`src/rtl/sp_mem_arb_pkg.sv`:
```
// Shared types and constants for the two-requester single-port memory arbiter.
package sp_mem_arb_pkg;

    typedef enum logic {REQ_A, REQ_B} req_id_t;

    localparam int CMD_ADDR_W = 8;
    localparam int CMD_DATA_W = 8;
    localparam int STAT_W     = 16;

    typedef struct packed {
        logic                  wr;
        logic [CMD_ADDR_W-1:0] addr;
        logic [CMD_DATA_W-1:0] wdata;
    } mem_cmd_t;

endpackage

```
`src/rtl/sp_mem_arb_tagpipe.sv`:
```
// Latency-matched shift register of {valid, requester id} used to steer read data
// back to whichever requester issued the read.
module sp_mem_arb_tagpipe
    import sp_mem_arb_pkg::*;
#(
    parameter int DEPTH = 2
) (
    input  logic    i_clk,
    input  logic    i_rst_n,
    input  logic    i_vld,
    input  req_id_t i_id,
    output logic    o_vld,
    output req_id_t o_id
);

    logic [DEPTH-1:0] vld;
    req_id_t          id [DEPTH];

    always_ff @(posedge i_clk) begin
        if (!i_rst_n) begin
            vld <= '0;
            for (int i = 0; i < DEPTH; i++) id[i] <= REQ_A;
        end else begin
            vld[0] <= i_vld;
            id[0]  <= i_id;
            for (int i = 1; i < DEPTH; i++) begin
                vld[i] <= vld[i-1];
                id[i]  <= id[i-1];
            end
        end
    end

    assign o_vld = vld[DEPTH-1];
    assign o_id  = id[DEPTH-1];

endmodule

```
`src/rtl/sp_mem_arbiter.sv`:
```
// Round-robin arbiter sharing one single-port synchronous memory between requesters A and B.
// Define SP_MEM_ARB_STATS_EN to add saturating grant and conflict counters.
module sp_mem_arbiter
    import sp_mem_arb_pkg::*;
#(
    parameter int DATA_WIDTH = 8,
    parameter int ADDR_WIDTH = 8,
    parameter int RD_LATENCY = 2
) (
    input  logic                  i_clk,
    input  logic                  i_rst_n,
    input  logic                  i_a_valid,
    input  logic                  i_a_wr,
    input  logic [ADDR_WIDTH-1:0] i_a_addr,
    input  logic [DATA_WIDTH-1:0] i_a_wdata,
    output logic                  o_a_ready,
    output logic                  o_a_rvalid,
    output logic [DATA_WIDTH-1:0] o_a_rdata,
    input  logic                  i_b_valid,
    input  logic                  i_b_wr,
    input  logic [ADDR_WIDTH-1:0] i_b_addr,
    input  logic [DATA_WIDTH-1:0] i_b_wdata,
    output logic                  o_b_ready,
    output logic                  o_b_rvalid,
    output logic [DATA_WIDTH-1:0] o_b_rdata,
    output logic                  o_wr_en,
    output logic                  o_rd_en,
    output logic [ADDR_WIDTH-1:0] o_address,
    output logic [DATA_WIDTH-1:0] o_wr_data,
    input  logic [DATA_WIDTH-1:0] i_rd_data
`ifdef SP_MEM_ARB_STATS_EN
   ,output logic [STAT_W-1:0]     o_a_grant_cnt,
    output logic [STAT_W-1:0]     o_b_grant_cnt,
    output logic [STAT_W-1:0]     o_conflict_cnt
`endif
);

    req_id_t last_grant;
    req_id_t cmd_id;
    req_id_t tail_id;
    logic    tail_vld;

    // On contention the requester that did not win last time gets the slot.
    assign o_a_ready = i_rst_n && i_a_valid && (!i_b_valid || last_grant == REQ_B);
    assign o_b_ready = i_rst_n && i_b_valid && (!i_a_valid || last_grant == REQ_A);

    always_ff @(posedge i_clk) begin
        if (!i_rst_n) begin
            o_wr_en    <= 1'b0;
            o_rd_en    <= 1'b0;
            o_address  <= '0;
            o_wr_data  <= '0;
            last_grant <= REQ_B;
            cmd_id     <= REQ_A;
        end else begin
            o_wr_en <= 1'b0;
            o_rd_en <= 1'b0;
            if (o_a_ready) begin
                o_wr_en    <= i_a_wr;
                o_rd_en    <= !i_a_wr;
                o_address  <= i_a_addr;
                o_wr_data  <= i_a_wdata;
                last_grant <= REQ_A;
                cmd_id     <= REQ_A;
            end else if (o_b_ready) begin
                o_wr_en    <= i_b_wr;
                o_rd_en    <= !i_b_wr;
                o_address  <= i_b_addr;
                o_wr_data  <= i_b_wdata;
                last_grant <= REQ_B;
                cmd_id     <= REQ_B;
            end
        end
    end

    sp_mem_arb_tagpipe #(
        .DEPTH (RD_LATENCY)
    ) u_tagpipe (
        .i_clk   (i_clk),
        .i_rst_n (i_rst_n),
        .i_vld   (o_rd_en),
        .i_id    (cmd_id),
        .o_vld   (tail_vld),
        .o_id    (tail_id)
    );

    assign o_a_rvalid = tail_vld && (tail_id == REQ_A);
    assign o_b_rvalid = tail_vld && (tail_id == REQ_B);
    assign o_a_rdata  = i_rd_data;
    assign o_b_rdata  = i_rd_data;

`ifdef SP_MEM_ARB_STATS_EN
    localparam logic [STAT_W-1:0] STAT_MAX = '1;

    always_ff @(posedge i_clk) begin
        if (!i_rst_n) begin
            o_a_grant_cnt  <= '0;
            o_b_grant_cnt  <= '0;
            o_conflict_cnt <= '0;
        end else begin
            if (o_a_ready && o_a_grant_cnt != STAT_MAX)
                o_a_grant_cnt <= o_a_grant_cnt + 1'b1;
            if (o_b_ready && o_b_grant_cnt != STAT_MAX)
                o_b_grant_cnt <= o_b_grant_cnt + 1'b1;
            if (i_a_valid && i_b_valid && o_conflict_cnt != STAT_MAX)
                o_conflict_cnt <= o_conflict_cnt + 1'b1;
        end
    end
`endif

endmodule

```
`config.mk`:
```
export PLATFORM = sky130hd
export DESIGN_NAME = sp_mem_arbiter
export DESIGN_NICKNAME = d
export VERILOG_FILES = /design/src/rtl/sp_mem_arb_pkg.sv /design/src/rtl/sp_mem_arb_tagpipe.sv /design/src/rtl/sp_mem_arbiter.sv
export SDC_FILE = /design/constraint.sdc
export NUM_CORES = 1
export LEC_CHECK = 0
export ABC_CLOCK_PERIOD_IN_PS = 1100
export BUFFER_PORTS_ARGS = -buffer_cell sky130_fd_sc_hd__buf_4
export CORE_MARGIN = 5
export CORE_UTILIZATION = 37
export DETAILED_ROUTE_END_ITERATION = 10
export PLACE_DENSITY = 0.83
export SETUP_SLACK_MARGIN = 0.3
export SKIP_CTS_REPAIR_TIMING = 1
export SLEW_MARGIN = 20
export SYNTH_ARGS = -nofsm -noshare
export SYNTH_HDL_FRONTEND = slang
export SYNTH_HIERARCHICAL = 1
export SYNTH_SLANG_ARGS = --single-unit
```
`constraint.sdc`:
```
create_clock -name i_clk -period 1.1 [get_ports i_clk]
set_clock_uncertainty 0.05 [all_clocks]
set_input_delay 0.165 -clock i_clk [delete_from_list [all_inputs] [get_ports i_clk]]
set_output_delay 0.165 -clock i_clk [all_outputs]
set_load 0.01 [all_outputs]
```
==> flow_metrics.tcl <==
set metrics [dict create \
    track_usage 0.1357 \
    r2r_start "last_grant" \
    route.vias.total 1180 \
    vias_per_cell 4.917 \
    timing.fmax_ghz 0.7054 \
    place.gp.congestion 0.8351 \
    synthCells 136 \
    diodes 0 \
    io-pin-count 84 \
    nNetsFinal 243 \
    ys_types 22 \
    max_stage_delay_ns 0.34 \
    rows 20 \
    wirelength_um 3541 \
    vdd.ir_drop.worst_mv 0.6516 \
    die_area_sq_um 4522 \
    power.leakage_nw 0.8771 \
    cts_tree "done" \
    netlist_area_sq_um 1212 \
    grt_pass1_wl_um 4643 \
    coreArea_sq_um 3103 \
    dr.pass1.iters 4 \
    drt_iter0_drc 72 \
    rsz0062_at_grt "true" \
    synthToLayoutAreaGrowth_pct 66.15 \
    crit_chain "and2b_4 > nor2_4 > buf_8 > buf_6" \
    place_area_sq_um 1674 \
    start_kind "flop" \
    fin_area_sq_um 2014 \
    start_util 0.3907 \
    hp-start "i_a_addr[5]" \
    hold_viol_final 0 \
    tightest_slew_ns 0.2480 \
    crit_family "flip-flops" \
    end_kind "output pin" \
    path_clk_slew_ns 0.13 \
    period_needed_ns 1.418 \
    drc 0 \
    synth_fp_nets 182 \
    max_slew_margin 0.8326 \
    clockBufferDepth 2 \
    crit_buf_inv 2 \
    cts_made_buffers 3 \
    power_w 0.002080 \
    portBuffers 59 \
    dp_hpwl_um 2456 \
    grt_max_degree 17 \
    drv_slew 0 \
    ys_warn_count 6 \
    cp.arrival_ns 1.20 \
    maxCapViolCount 0 \
    die_x_um 67.25 \
    cp_slowest_cell "dfxtp_2" \
    hold_class "input port to flop" \
    fin_crit_sh 1.289 \
    syn_avg_cell_area_sq_um 8.915 \
    antenna_found_initial 0 \
    final_common_cell "buf_4" \
    layout_common_cells "buf_4, nand2_1, buf_6, dfxtp_2, nand3_1" \
    wire_per_inst_um 14.75 \
    cp_max_fo 4 \
    required_ns 0.88 \
    status "finished with violations" \
    drive_above_1_share 0.6735 \
    htree_num_levels 1 \
    violations "setup timing" \
    clock_latency_ns 0.30 \
    ant_nets 0 \
    die-height_um 67.25 \
    ys_seq_elements 24 \
    clkSinkCount 24 \
    crit_start "last_grant" \
    grt_pass1_vias 1059 \
    layout_setup_ws_ns -0.3177 \
    setup_violations 19 \
    ys_seq_area_frac 0.3963 \
    cts_root_buffer "clkbuf_4" \
    overflow 0 \
    criticalPathCategory "flop to output pin" \
    p_per_area_nw_per_um2 1032 \
]
layer usage:
| layer | up-vias | share of wire | GRT usage |
|---|---|---|---|
| met1 | 553 | 0.37 | 0.1443 |
| met2 | 40 | 0.55 | 0.2552 |
| met5 | - | 0 | 0 |
| met3 | 4 | 0.076 | 0.04493 |
| met4 | 0 | 0.0065 | 0.03291 |
| li1 | 583 | - | - |
cell type report:
type	count	area, sq um
clock buffer	4	36.28
sequential	24	506.7
multi-input combinational	87	683.2
timing repair buffer	81	733.2
tap	44	55.05
fill	266	1089
synthesized netlist by cell type:
cell	n	area [sq um]
a21oi_1	1	5.000
and2_1	6	37.54
and2b_4	1	10.01
and3_2	1	7.510
and3b_1	1	8.760
buf_12	1	20.02
buf_2	5	25.02
buf_4	17	127.6
clkbuf_1	2	7.510
dfxtp_1	24	480.5
nand2_1	35	131.4
nand2b_1	1	6.260
nand3_1	17	85.08
nor2_1	1	3.750
nor2_4	1	11.26
nor2b_1	1	6.260
nor3b_2	1	12.51
o21ai_0	3	15.01
o221a_2	1	11.26
o311ai_0	7	61.31
o311ai_1	1	8.760
o311ai_2	8	130.1
worst reg2reg max path: cells and delay by family, from the launching register on:
kind | cells | cell delay (ns)
buffers and inverters | 3 | 0.36
flip-flops | 1 | 0.34
AND/OR/NAND/NOR | 2 | 0.30
AO/OA/AOI/OAI | 1 | 0.19
final timing paths:
kind / endpoint / slack [ns] / cells past startpoint
hold reg to reg: u_tagpipe/id[0][1] / 0.40 / 1
hold / removal: o_address[5] / 0.05 / 3
setup reg to reg: o_wr_data[5] / -0.24 / 6
setup / recovery: o_a_ready / -0.32 / 4
power breakdown:
part	internal, W	total, W	leakage, nW	switching, W
Combinational	0.000374	0.000620	0.652	0.000246
Sequential	0.000953	0.00100	0.204	0.0000464
Clock	0.000202	0.000460	0.0210	0.000258
registers in the layout (all words and copies together), names as in the netlist:
name           count
u_tagpipe/id       2
last_grant         1
cmd_id             1
o_address          8
o_wr_data          8
o_wr_en            1
u_tagpipe/vld      2
o_rd_en            1
through the flow:
step / setup slack [ns] / instances / setup TNS [ns] / utilization / hold WS, ns
final: -0.3177 / 240 / -2.803 / 0.6492 / 0.04819
after global routing: -0.3644 / 240 / -3.524 / 0.6492 / 0.04547
after CTS: -0.4639 / 235 / -2.560 / 0.5512 / 0.04334
after detailed placement: -0.1752 / 231 / -1.521 / 0.5395 / 0.2801
after global placement: -0.08616 / 231 / -0.7956 / 0.5395 / 0.2801
after floorplan: 0.01312 / 136 / 0 / - / 0.2367
logic make-up after synthesis:
kind of cell | count (synthesis) | share of synthesized area
flops | 24 | 0.3963
simple gates | 66 | 0.2642
compound gates | 21 | 0.1909
buf+inv | 25 | 0.1486
Note: power is estimated with default switching activity, not from simulation.
